### src/rtl/ps2_mouse_device_sm.sv
// PS/2 mouse device-side protocol FSM: answers host commands with ACK/RESEND/BAT/ID bytes
// and, while streaming, emits 3-byte movement packets built from saturating accumulators.
module ps2_mouse_device_sm #(
    parameter int SAMPLE_PERIOD = 500000
) (
    input  logic       CLK,
    input  logic       RESET,
    input  logic [7:0] CMD_BYTE,
    input  logic       CMD_READY,
    input  logic       CMD_ERROR,
    output logic       SEND_BYTE,
    output logic [7:0] BYTE_TO_SEND,
    input  logic       BYTE_SENT,
    input  logic       MOVE_VALID,
    input  logic [8:0] MOVE_DX,
    input  logic [8:0] MOVE_DY,
    input  logic [2:0] BUTTONS,
    output logic       STREAMING,
    output logic [3:0] DBG_STATE
);
    localparam int TW = $clog2(SAMPLE_PERIOD);

    typedef enum logic [3:0] {
        S_BAT_AA = 4'd0, S_BAT_ID = 4'd1, S_IDLE = 4'd2, S_ACK  = 4'd3,
        S_RESEND = 4'd4, S_PKT0   = 4'd5, S_PKT1 = 4'd6, S_PKT2 = 4'd7
    } state_t;

    state_t        state, state_nxt;
    logic          tx_wait, tx_wait_nxt;
    logic          take_cmd, take_pkt, send_now;
    logic [7:0]    tx_byte;

    logic          pend_valid, pend_err;
    logic [7:0]    pend_byte;
    logic          ack_reset;
    logic [TW-1:0] timer;
    logic [8:0]    acc_x, acc_y;
    logic          ov_x, ov_y;
    logic [2:0]    last_buttons;
    logic [7:0]    pkt_status, pkt_x, pkt_y;

    logic          idle_has_cmd, idle_is_err, new_cmd, expiry, report_due, clr_acc;
    logic [7:0]    idle_byte;
    logic [8:0]    base_x, base_y;
    logic [9:0]    add_x, add_y;

    // Returns {overflow, result}: sum clamped to the 9-bit signed range.
    function automatic logic [9:0] sat_add(input logic [8:0] a, input logic [8:0] b);
        logic [9:0] sum;
        sum = {a[8], a} + {b[8], b};
        if (sum[9] != sum[8])
            sat_add = {1'b1, (sum[9] ? 9'h100 : 9'h0FF)};
        else
            sat_add = {1'b0, sum[8:0]};
    endfunction

    // A live strobe in IDLE beats a stale pending entry (newest wins).
    assign new_cmd      = CMD_READY | CMD_ERROR;
    assign idle_has_cmd = new_cmd | pend_valid;
    assign idle_is_err  = CMD_ERROR | (!CMD_READY & pend_valid & pend_err);
    assign idle_byte    = CMD_READY ? CMD_BYTE : pend_byte;
    assign expiry       = STREAMING && (timer == TW'(SAMPLE_PERIOD - 1));
    assign report_due   = (acc_x != 9'd0) || (acc_y != 9'd0) || ov_x || ov_y ||
                          (BUTTONS != last_buttons);
    assign DBG_STATE    = state;

    always_ff @(posedge CLK) begin
        if (!RESET) begin
            state   <= S_BAT_AA;
            tx_wait <= 1'b0;
        end else begin
            state   <= state_nxt;
            tx_wait <= tx_wait_nxt;
        end
    end

    always_comb begin
        state_nxt   = state;
        tx_wait_nxt = tx_wait;
        take_cmd    = 1'b0;
        take_pkt    = 1'b0;
        if (state == S_IDLE) begin
            tx_wait_nxt = 1'b0;
            if (idle_has_cmd) begin
                take_cmd  = 1'b1;
                state_nxt = idle_is_err ? S_RESEND : S_ACK;
            end else if (expiry && report_due) begin
                take_pkt  = 1'b1;
                state_nxt = S_PKT0;
            end
        end else if (!tx_wait) begin
            tx_wait_nxt = 1'b1;
        end else if (BYTE_SENT) begin
            tx_wait_nxt = 1'b0;
            case (state)
                S_BAT_AA: state_nxt = S_BAT_ID;
                S_ACK:    state_nxt = ack_reset ? S_BAT_AA : S_IDLE;
                S_PKT0:   state_nxt = (pend_valid || new_cmd) ? S_IDLE : S_PKT1;
                S_PKT1:   state_nxt = (pend_valid || new_cmd) ? S_IDLE : S_PKT2;
                default:  state_nxt = S_IDLE;
            endcase
        end
    end

    always_comb begin
        send_now = (state != S_IDLE) && !tx_wait;
        case (state)
            S_BAT_AA: tx_byte = 8'hAA;
            S_ACK:    tx_byte = 8'hFA;
            S_RESEND: tx_byte = 8'hFE;
            S_PKT0:   tx_byte = pkt_status;
            S_PKT1:   tx_byte = pkt_x;
            S_PKT2:   tx_byte = pkt_y;
            default:  tx_byte = 8'h00;
        endcase
    end

    assign clr_acc = take_pkt ||
                     (take_cmd && !idle_is_err && (idle_byte == 8'hFF || idle_byte == 8'hF6));
    assign base_x  = clr_acc ? 9'd0 : acc_x;
    assign base_y  = clr_acc ? 9'd0 : acc_y;
    assign add_x   = sat_add(base_x, MOVE_DX);
    assign add_y   = sat_add(base_y, MOVE_DY);

    always_ff @(posedge CLK) begin
        if (!RESET) begin
            SEND_BYTE    <= 1'b0;
            BYTE_TO_SEND <= 8'h00;
            STREAMING    <= 1'b0;
            pend_valid   <= 1'b0;
            pend_err     <= 1'b0;
            pend_byte    <= 8'h00;
            ack_reset    <= 1'b0;
            timer        <= '0;
            acc_x        <= 9'd0;
            acc_y        <= 9'd0;
            ov_x         <= 1'b0;
            ov_y         <= 1'b0;
            last_buttons <= 3'b000;
            pkt_status   <= 8'h00;
            pkt_x        <= 8'h00;
            pkt_y        <= 8'h00;
        end else begin
            SEND_BYTE <= send_now;
            if (send_now)
                BYTE_TO_SEND <= tx_byte;

            if (state == S_IDLE) begin
                if (take_cmd)
                    pend_valid <= 1'b0;
            end else if (CMD_ERROR) begin
                pend_valid <= 1'b1;
                pend_err   <= 1'b1;
            end else if (CMD_READY) begin
                pend_valid <= 1'b1;
                pend_err   <= 1'b0;
                pend_byte  <= CMD_BYTE;
            end

            if (take_cmd) begin
                ack_reset <= !idle_is_err && (idle_byte == 8'hFF);
                if (!idle_is_err) begin
                    case (idle_byte)
                        8'hF4:                 STREAMING <= 1'b1;
                        8'hF5, 8'hF6, 8'hFF:   STREAMING <= 1'b0;
                        default:               STREAMING <= STREAMING;
                    endcase
                    if (idle_byte == 8'hFF || idle_byte == 8'hF6)
                        last_buttons <= 3'b000;
                end
            end

            if (!STREAMING || expiry)
                timer <= '0;
            else
                timer <= timer + 1'b1;

            if (take_pkt) begin
                pkt_status   <= {ov_y, ov_x, acc_y[8], acc_x[8], 1'b1, BUTTONS};
                pkt_x        <= acc_x[7:0];
                pkt_y        <= acc_y[7:0];
                last_buttons <= BUTTONS;
            end

            // A move on a clearing cycle lands in the freshly cleared accumulators.
            if (MOVE_VALID) begin
                acc_x <= add_x[8:0];
                acc_y <= add_y[8:0];
                ov_x  <= (ov_x && !clr_acc) || add_x[9];
                ov_y  <= (ov_y && !clr_acc) || add_y[9];
            end else begin
                acc_x <= base_x;
                acc_y <= base_y;
                ov_x  <= ov_x && !clr_acc;
                ov_y  <= ov_y && !clr_acc;
            end
        end
    end
endmodule

### config.mk
export PLATFORM = sky130hd
export DESIGN_NAME = ps2_mouse_device_sm
export DESIGN_NICKNAME = d
export VERILOG_FILES = /design/src/rtl/ps2_mouse_device_sm.sv
export SDC_FILE = /design/constraint.sdc
export NUM_CORES = 1
export LEC_CHECK = 0
export BUFFER_PORTS_ARGS = -buffer_cell sky130_fd_sc_hd__buf_4
export CORE_MARGIN = 2
export CORE_UTILIZATION = 56
export CTS_BUF_LIST = sky130_fd_sc_hd__clkbuf_4
export CTS_CLUSTER_SIZE = 28
export DETAILED_ROUTE_END_ITERATION = 10
export GPL_ROUTABILITY_DRIVEN = 1
export HOLD_SLACK_MARGIN = 0.06
export PLACE_DENSITY_LB_ADDON = 0.3
export RECOVER_POWER = 50
export SLEW_MARGIN = 20
export SYNTH_ARGS = -nofsm -noshare
export SYNTH_HDL_FRONTEND = slang
export SYNTH_SLANG_ARGS = --single-unit
### constraint.sdc
create_clock -name CLK -period 4 [get_ports CLK]
set_input_delay 0.2 -clock CLK [delete_from_list [all_inputs] [get_ports CLK]]
set_output_delay 0.2 -clock CLK [all_outputs]
set_load 0.01 [all_outputs]
# Yosys cells after proc, flatten, opt, wreduce, memory -nomap -nowiden
# Cells that the tools add are included.
# op_classes
n_bitwise,9
n_eq_ne,18
addsub,3
mux,40
n_reduce_logical,42
# ops
op,n
2-to-1 mux 9 bit,6
one-hot mux 8 bit (6 select lines),1
equality test 8 bit (second input constant),4
2-to-1 mux 3 bit,7
adder 9 x 9 -> 10 bit,2
2-to-1 mux 10 bit,2
2-to-1 mux 4 bit,5
adder 19 x 1 -> 19 bit (second input constant),1
equality test 19 bit (second input constant),1
nonzero test 9 bit,2
equality test 4 x 3 -> 1 bit (second input constant),4
2-to-1 mux 1 bit,15
one-hot mux 3 bit (4 select lines),1
nonzero test 2 bit,6
logical OR 1 bit,10
AND reduction 3 bit,3
equality test 4 x 2 -> 1 bit (second input constant),2
logical AND 1 bit,8
2-to-1 mux 8 bit,1
AND reduction 2 bit,3
logical NOT 1 bit,5
logical NOT 4 bit,1
!= test 2 bit (second input constant),2
!= test 4 x 2 -> 1 bit (second input constant),1
11 further kinds,19
# word_totals
out_inout_bits,14
inputBits,35
register_bits,92
word_cells,130

# Longest topological paths before layout
# Gate-level depths: netlist of run 1.
# logic_depth
depth_word,16
mapped_depth,19
depth_no_buf,15

# Worst setup path after synthesis of run 1
# OpenSTA, ideal clock, no wires.
# synth_path
path_type,reg-to-reg
start,reg acc_y[0]
end,reg ov_y
setup_time_ns,0.127
period_less_slack_ns,3.953
required_ns,3.873
stages_incl_launch_ff,18
path_slack_ns,0.047
path_buffers,3
t_arrival_ns,3.826
cell_sequence,dfxtp_1 > or4_4 > nor4_4 > a2111oi_2 > a21oi_2 > buf_4 > buf_2 > and2_1 > ha_1 > inv_1 > fa_1 > nand2b_1 > a21oi_1 > o32a_1 > xor2_1 > and3_1 > clkbuf_1 > or3_1
# synth_via
elab_chain_len,16
elab_cells_between_ends,18
classes_between,add/sub (1); eq/ne (1); mux (6); reduce/logical (10)
# synth_lines
element,line_no,rtl
from (decl),37,"logic [8:0] acc_x, acc_y;"
from (signal assigned),188,acc_y <= add_y[8:0];
from (signal assigned),193,acc_y <= base_y;
nonzero test 9 bit,63,assign report_due = (acc_x != 9'd0) || (acc_y != 9'd0) || ov_x || ov_y ||
logical OR 1 bit (4 in series),63,
logical AND 1 bit,87,end else if (expiry && report_due) begin
2-to-1 mux 1 bit,87,
2-to-1 mux 1 bit,84,if (idle_has_cmd) begin
2-to-1 mux 1 bit,82,if (state == S_IDLE) begin
logical OR 1 bit,118,assign clr_acc = take_pkt ||
2-to-1 mux 9 bit,121,assign base_y = clr_acc ? 9'd0 : acc_y;
adder 9 x 9 -> 10 bit,50,"sum = {a[8], a} + {b[8], b};"
!= test 1 bit,51,if (sum[9] != sum[8])
2-to-1 mux 10 bit,51,
logical OR 1 bit,190,ov_y <= (ov_y && !clr_acc) || add_y[9];
2-to-1 mux 1 bit (*),186,if (MOVE_VALID) begin
to (signal assigned),190,
to (signal assigned),195,ov_y <= ov_y && !clr_acc;
to (decl),38,"logic ov_x, ov_y;"
# Every way passes the cells marked *; elsewhere a longest branch is shown, timed or not.
# A chain may end at the register's enable or synchronous reset.

# Final worst setup path of run 1
# layout_path
start,in BUTTONS[0]
end,reg ov_y
# layout_via
elab_chain_len,13
elab_cells_between_ends,15
classes_between,add/sub (1); eq/ne (2); mux (6); reduce/logical (6)
# layout_lines
element,line_no,rtl
from (decl),17,"input logic [2:0] BUTTONS,"
!= test 3 bit (*),64,(BUTTONS != last_buttons);
logical OR 1 bit (*),63,
logical AND 1 bit (*),87,
2-to-1 mux 1 bit (*),87,
2-to-1 mux 1 bit (*),84,
2-to-1 mux 1 bit (*),82,
logical OR 1 bit (*),118,
2-to-1 mux 9 bit,121,
adder 9 x 9 -> 10 bit,50,
!= test 1 bit,51,
2-to-1 mux 10 bit,51,
logical OR 1 bit,190,
2-to-1 mux 1 bit (*),186,
# Marks and branches as above.

==> qor.yml, run 1 <==
setup_path:
  slowest_delay_ns: 0.54
  cp_common_cell: "buf_4"
  crit_arrival_ns: 4.17
  setup.worst_path.end_class: "register"
  required_ns: 4.34
  reg2reg_slack_ns: 0.17
  worstSetupPathType: "in2reg"
  worstReg2RegStart: "acc_y[5]$_SDFF_PN0_"
  critPathSlowestCell: "dlygate4sd3_1"
  crit_fanout: 6
  crit_path_start_kind: "input pin"
  crit_path_cell_trace: "dlygate4sd3_1 > buf_4 > xor2_1 > nor4_4 > a2111oi_4 > a21oi_4 > buf_4 > buf_4 > and2_1 > ha_1 > or3_1 > o32a_1 > xor2_2 > and3_1 > or3_1"
  reg2reg_depth: 13
  r2r-end: "ov_y$_SDFF_PN0_"
placement:
  post-place-ws_ns: -0.0239
  port_buffers: 47
  gp_routability_congestion: 0.930
  dp_hpwl_mm: 9.20
clock_network:
  cts.sink_count: 91
  cts_buffers: 9
  insertion_delay_ns: 0.45
  cts_tree: "built"
  cts_buffer_depth: 2
  root_buffer: "clkbuf_4"
  cts.htree.levels: 3
  clkTransAtPathRegs_ns: 0.15
pwr:
  p_switching_uw: 908
  pwr-share-seq: 0.433
  p_leak_uw: 0.00224
  p_clk_frac: 0.199
  share_comb_of_total_power: 0.368
  power.internal_uw: 1560
  swShare: 0.368
  p_per_area_nw_per_um2: 422
  vdd_ir_drop_max_v: 0.000257
floorplanning:
  dieHeight_um: 98.9
  fp.dieArea_um2: 9770
  io-pin-count: 49
  core_area_um2: 8720
  initial_utilization: 0.578
  die_w_um: 98.9
  fp-row-count: 34
detailed_routing:
  route.detailed.drc: 0
  dr.pass1.iters: 5
  ant_nets: 0
  vias_per_cell: 5.91
  drt_iter0_markers: 197
  vias: 4698
  drt_wl_total_mm: 12.4
  wl_per_cell_um: 15.6
timing:
  min_period_ns: 3.83
  finalHoldViolCount: 0
  fin_ws_ns: 0.170
  slew-limit-headroom: 0.463
  maxSlewViolCount: 0
  finClkSkew_ns: 0.0245
  setup_violations: 0
  fin_crit_sh: 0.957
  fmax_mhz: 261
  worst_pin_slew_ns: 0.806
logic_synthesis:
  ys_warn_count: 0
  ys.flop_type: "dfxtp_1"
  async_flop_share: 0
  syn-num-nets: 668
  synth-edff-count: 0
  synth.distinct_cells: 74
  ys_seq_area_frac: 0.362
  netlist_instances: 612
  syn-cell-area_um2: 5040
  avgSynthCellArea_um2: 8.23
  ys_seq_elements: 91
finish:
  final_layout_size_suffix_gt1_frac: 0.149
  nNetsFinal: 737
  fin_util: 0.671
  final_common_cell: "dfxtp_1"
  area_growth_pct: 16.1
  n_fill_cell: 738
  final_cell_mix: "90 x dfxtp_1, 85 x nand2_1, 59 x buf_4"
global_routing:
  grt_pass1_vias: 4484
  grt_pass1_wl_mm: 20.8
  antenna_found_initial: 0
  grt_max_degree: 50
  grt_overflow: 0
  grt_usage: 0.258
worst_hold_path:
  worstHoldEndpoint: "acc_x[2]$_SDFF_PN0_"
  min_path_type: "in2reg"
  holdPathStages: 2
  hp-start: "MOVE_VALID"
flow_run:
  drv_cap: 0
outcome:
  status: "finished, final reports clean"
cell usage after synthesis (3+ instances only):
library cell / n / area, µm²
buf_4: 3 / 22.5
nor3_1: 12 / 60.1
inv_1: 17 / 63.8
xor2_1: 21 / 184
clkbuf_1: 18 / 67.6
a211oi_1: 6 / 45.0
a211o_1: 3 / 26.3
o221ai_1: 3 / 26.3
o21a_1: 7 / 52.6
nor4_1: 5 / 31.3
a22o_1: 4 / 35.0
a31oi_1: 3 / 18.8
nor2b_1: 5 / 31.3
dfxtp_1: 91 / 1820
a32o_1: 3 / 30.0
or3_1: 7 / 43.8
and4_1: 4 / 35.0
o211ai_1: 4 / 30.0
buf_2: 6 / 30.0
maj3_1: 4 / 40.0
a21o_1: 6 / 45.0
a22oi_1: 10 / 75.1
xnor2_1: 11 / 96.3
nand3_1: 10 / 50.1
mux2i_1: 7 / 70.1
nor2_1: 55 / 206
and2_1: 18 / 113
a221o_1: 6 / 60.1
o22ai_1: 9 / 56.3
nand2_1: 85 / 319
nand2b_1: 3 / 18.8
and3_1: 5 / 31.3
a21oi_1: 58 / 290
o21ai_0: 23 / 115
inv_2: 3 / 11.3
nor3b_1: 3 / 22.5
ha_1: 19 / 238
nand4_1: 8 / 50.1
area by class of cell:
| type | count | area (µm²) | area share |
|---|---|---|---|
| Antenna cell | 1 | 2.50 | 0.000428 |
| Clock buffer | 9 | 67.6 | 0.0116 |
| Clock inverter | 7 | 70.1 | 0.0120 |
| Inverter | 20 | 75.1 | 0.0128 |
| Multi-Input combinational cell | 471 | 3050 | 0.521 |
| Sequential cell | 91 | 1820 | 0.312 |
| Tap cell | 108 | 135 | 0.0231 |
| Timing Repair Buffer | 88 | 628 | 0.107 |
sequential cells by signal, summed over array words and instances, names as in the netlist, 8 cells and up:
name and count:
BYTE_TO_SEND 8, acc_x 9, acc_y 9, pend_byte 8
pkt_status 8, pkt_x 8, pkt_y 8, timer 19
power groups by stage:
stage / combinational, µW / sequential, µW / clock (µW)
4_1_cts: 902 / 1070 / 499
5_1_grt: 999 / 1080 / 536
3_5_place_dp: 888 / 1090 / 0
6_report: 908 / 1070 / 491
3_3_place_gp: 865 / 1080 / 0
2_1_floorplan: 625 / 1060 / 0
metrics by stage:
stage	total power (µW)	instances	hold slack, ns	area (µm²)	setup TNS [ns]
2_1_floorplan	1680	612	0.296	5040	0
3_3_place_gp	1950	764	0.405	5590	0
3_5_place_dp	1970	764	0.405	5590	-0.0357
4_1_cts	2470	792	0.0829	5850	0
5_1_grt	2610	794	0.0955	5850	-0.0178
6_report	2470	795	0.0972	5850	0
critical path, delay by kind of cell:
| family | cells | cell delay, ns |
|---|---|---|
| and+or+nand+nor | 5 | 1.29 |
| buffers and inverters | 4 | 0.99 |
| AOI/OAI and AO/OA | 3 | 0.99 |
| xor gates and xnor gates | 2 | 0.47 |
| adders and majority gates | 1 | 0.23 |
logic make-up (layout without fill, tap and decap cells):
family	Yosys count	after routing	synth area share
compound gates	166	166	0.222
xor+xnor	32	32	0.0556
other cells	1	2	0.000744
mux	9	9	0.0184
fa+ha+maj	25	25	0.0631
buf+inv	50	124	0.0425
flops	91	91	0.362
simple gates	238	238	0.236
routing by layer:
metal | vias up | wire length (µm) | GRT usage
met5 | - | 0 | 0
met4 | 0 | 249 | 0.0822
met3 | 24 | 616 | 0.0397
met2 | 136 | 5900 | 0.444
met1 | 2203 | 5660 | 0.331
li1 | 2335 | - | -
worst max-delay path by stage:
stage / start / endpoint / slack [ns]
2_1_floorplan: acc_y[0]$_SDFF_PN0_ / ov_y$_SDFF_PN0_ / 0.05
3_3_place_gp: acc_y[0]$_SDFF_PN0_ / acc_x[7]$_SDFF_PN0_ / 0.1
3_5_place_dp: acc_y[0]$_SDFF_PN0_ / ov_y$_SDFF_PN0_ / -0.02
4_1_cts: acc_y[0]$_SDFF_PN0_ / ov_y$_SDFF_PN0_ / 0.006
5_1_grt: DBG_STATE[1]$_SDFFE_PN0P_ / ov_y$_SDFF_PN0_ / -0.02
6_report: BUTTONS[0] / ov_y$_SDFF_PN0_ / 0.17
repair_timing:
item,in CTS,in global routing
hold buffers,11,0
setup buffers,1,2
pin swaps,1,5
hold endpoints to repair,14,0
setup endpoints to repair,11,18
resized for setup,0,9
Power figures use the tool's default switching activity.
==> run 2, diff against run 1 <==
REMOVE_ABC_BUFFERS = 1   (was unset)
==> run 2 against run 1 <==
  * Sequential power barely moved
  * First-iteration DRC count rose by 72%
  * Core utilization fell by 0.20 points
  * Global-route usage fell by 0.60 points
  * Hold slack got worse by 0.0079 ns
  * Largest power group unchanged
  * Largest cell class unchanged
  * Clock-buffer cell count did not move
==> qor.yml, run 2 (synthesis results as in run 1) <==
setup_path:
  required_ns: 4.34
  worstSetupPathType: "reg2reg"
  worstReg2RegStart: "timer[0]$_SDFF_PP0_"
  crit_fanout: 7
  crit_arrival_ns: 4.16
  r2r-end: "acc_x[5]$_SDFF_PN0_"
  setup.worst_path.end_class: "register"
  cp-startpoint: "timer[0]$_SDFF_PP0_"
  worstSetupEndpoint: "acc_x[5]$_SDFF_PN0_"
  crit_path_start_kind: "register"
  reg2reg_depth: 15
  reg2reg_slack_ns: 0.18
timing:
  worst_pin_slew_ns: 0.921
  maxSlewViolCount: 0
  fin_crit_sh: 0.954
  finalHoldViolCount: 0
  fmax_mhz: 262
  rsz0062_at_grt: "false"
  setup_violations: 0
  min_period_ns: 3.82
  setup_tns_ns: 0
  slew-limit-headroom: 0.385
  finClkSkew_ns: 0.0210
detailed_routing:
  vias_per_cell: 5.87
  vias: 4641
  drt_iter0_markers: 339
  dr.pass1.iters: 5
  wl_per_cell_um: 15.6
  ant_nets: 0
  route.detailed.drc: 0
  drt_wl_total_mm: 12.3
floorplanning:
  core_area_um2: 8720
  fp-row-count: 34
  fp.dieArea_um2: 9770
  dieHeight_um: 98.9
  initial_utilization: 0.578
  io-pin-count: 49
  die_w_um: 98.9
clock_network:
  clkTransAtPathRegs_ns: 0.14
  cts_buffer_depth: 2
  cts.sink_count: 91
  insertion_delay_ns: 0.44
  cts.htree.levels: 3
  root_buffer: "clkbuf_4"
  cts_buffers: 9
  cts_tree: "built"
outcome:
  status: "finished, final reports clean"
finish:
  insertedDiodeCount: 0
  n_fill_cell: 727
  top_regs: "timer x19, acc_x x9, acc_y x9"
  finalNonFillerCells: 790
  area_growth_pct: 15.7
  final_cell_mix: "91 x dfxtp_1, 85 x nand2_1, 59 x buf_4"
  fin_util: 0.669
  final_layout_size_suffix_gt1_frac: 0.142
  final_common_cell: "dfxtp_1"
  regMostFlops: "timer"
  nNetsFinal: 734
  largest_reg_flops: 19
global_routing:
  grt_usage: 0.252
  grt_pass1_wl_mm: 20.4
  grt_max_degree: 54
  antenna_found_initial: 0
  grt_pass1_vias: 4378
  grt_overflow: 0
flow_run:
  drv_cap: 0
placement:
  gp_routability_congestion: 0.887
  dp_cells: 764
  port_buffers: 47
  dp_hpwl_mm: 8.91
pwr:
  finalPower_uw: 2560
  p_leak_uw: 0.00224
  vdd_ir_drop_max_v: 0.000341
  p_per_area_nw_per_um2: 438
worst_hold_path:
  min_path_type: "in2reg"
[run 2: how the worst min path moves through the flow]
stage,start,end,slack (ns),cells past startpoint
floorplan,BYTE_SENT,tx_wait$_SDFF_PP0_,0.30,1
global placement,BYTE_SENT,tx_wait$_SDFF_PP0_,0.40,2
detailed placement,BYTE_SENT,tx_wait$_SDFF_PP0_,0.41,2
CTS,BUTTONS[1],last_buttons[1]$_SDFFE_PN0P_,0.08,3
global route,BUTTONS[1],pkt_status[1]$_SDFFE_PN0P_,0.06,3
finish,BUTTONS[1],pkt_status[1]$_SDFFE_PN0P_,0.09,3
[run 2: per-layer routing]
layer  track usage  vias up  part of all wire
met2         0.397      168              0.45
met3        0.0397       24             0.061
met1         0.357     2120              0.47
met5             0        -                 0
met4        0.0738        0             0.021
li1              -     2329                 -
[run 2: power by group]
| group | total [µW] | switching [µW] | leakage, µW | internal [µW] |
|---|---|---|---|---|
| registers | 1050 | 64.5 | 0.000741 | 986 |
| clock network | 566 | 313 | 0.0000805 | 253 |
| logic | 940 | 497 | 0.00141 | 443 |
| total | 2560 | 874 | 0.00224 | 1680 |
[run 2: cell type report]
| cell class | count | area [µm²] | share of cell area |
|---|---|---|---|
| Clock buffer | 9 | 67.6 | 0.0116 |
| Clock inverter | 6 | 88.8 | 0.0152 |
| Inverter | 20 | 75.1 | 0.0129 |
| Multi-Input combinational cell | 471 | 3040 | 0.521 |
| Sequential cell | 91 | 1820 | 0.312 |
| Tap cell | 108 | 135 | 0.0232 |
| Timing Repair Buffer | 85 | 607 | 0.104 |
[run 2: repair_timing]
| action | CTS | global route |
|---|---|---|
| endpoints found under the hold margin | 11 | 0 |
| resized for setup | 0 | 5 |
| buffers inserted | 0 | 1 |
| endpoints found under the setup margin | 0 | 18 |
| hold buffers | 10 | 0 |
[run 2: critical path, cell delays in order (launching register included)]
cell and delay (ns):
dfxtp_1 0.39, ha_1 0.21, and4_1 0.27, nand3_2 0.14
a2111oi_4 0.33, a21oi_4 0.14, buf_4 0.18, and2_1 0.15
ha_1 0.34, a2111oi_0 0.43, o21ai_1 0.23, a21o_1 0.24
mux2i_1 0.14, buf_4 0.17, a211oi_1 0.08, a211o_1 0.27
[run 2: metrics by stage]
step                hold slack, ns  cell area [µm²]  setup WS (ns)
global route                0.0634             5830        0.00509
detailed placement           0.409             5590         0.0626
global placement             0.399             5590          0.199
CTS                         0.0767             5850         0.0108
floorplan                    0.295             4900         0.0580
finish                      0.0893             5830          0.182
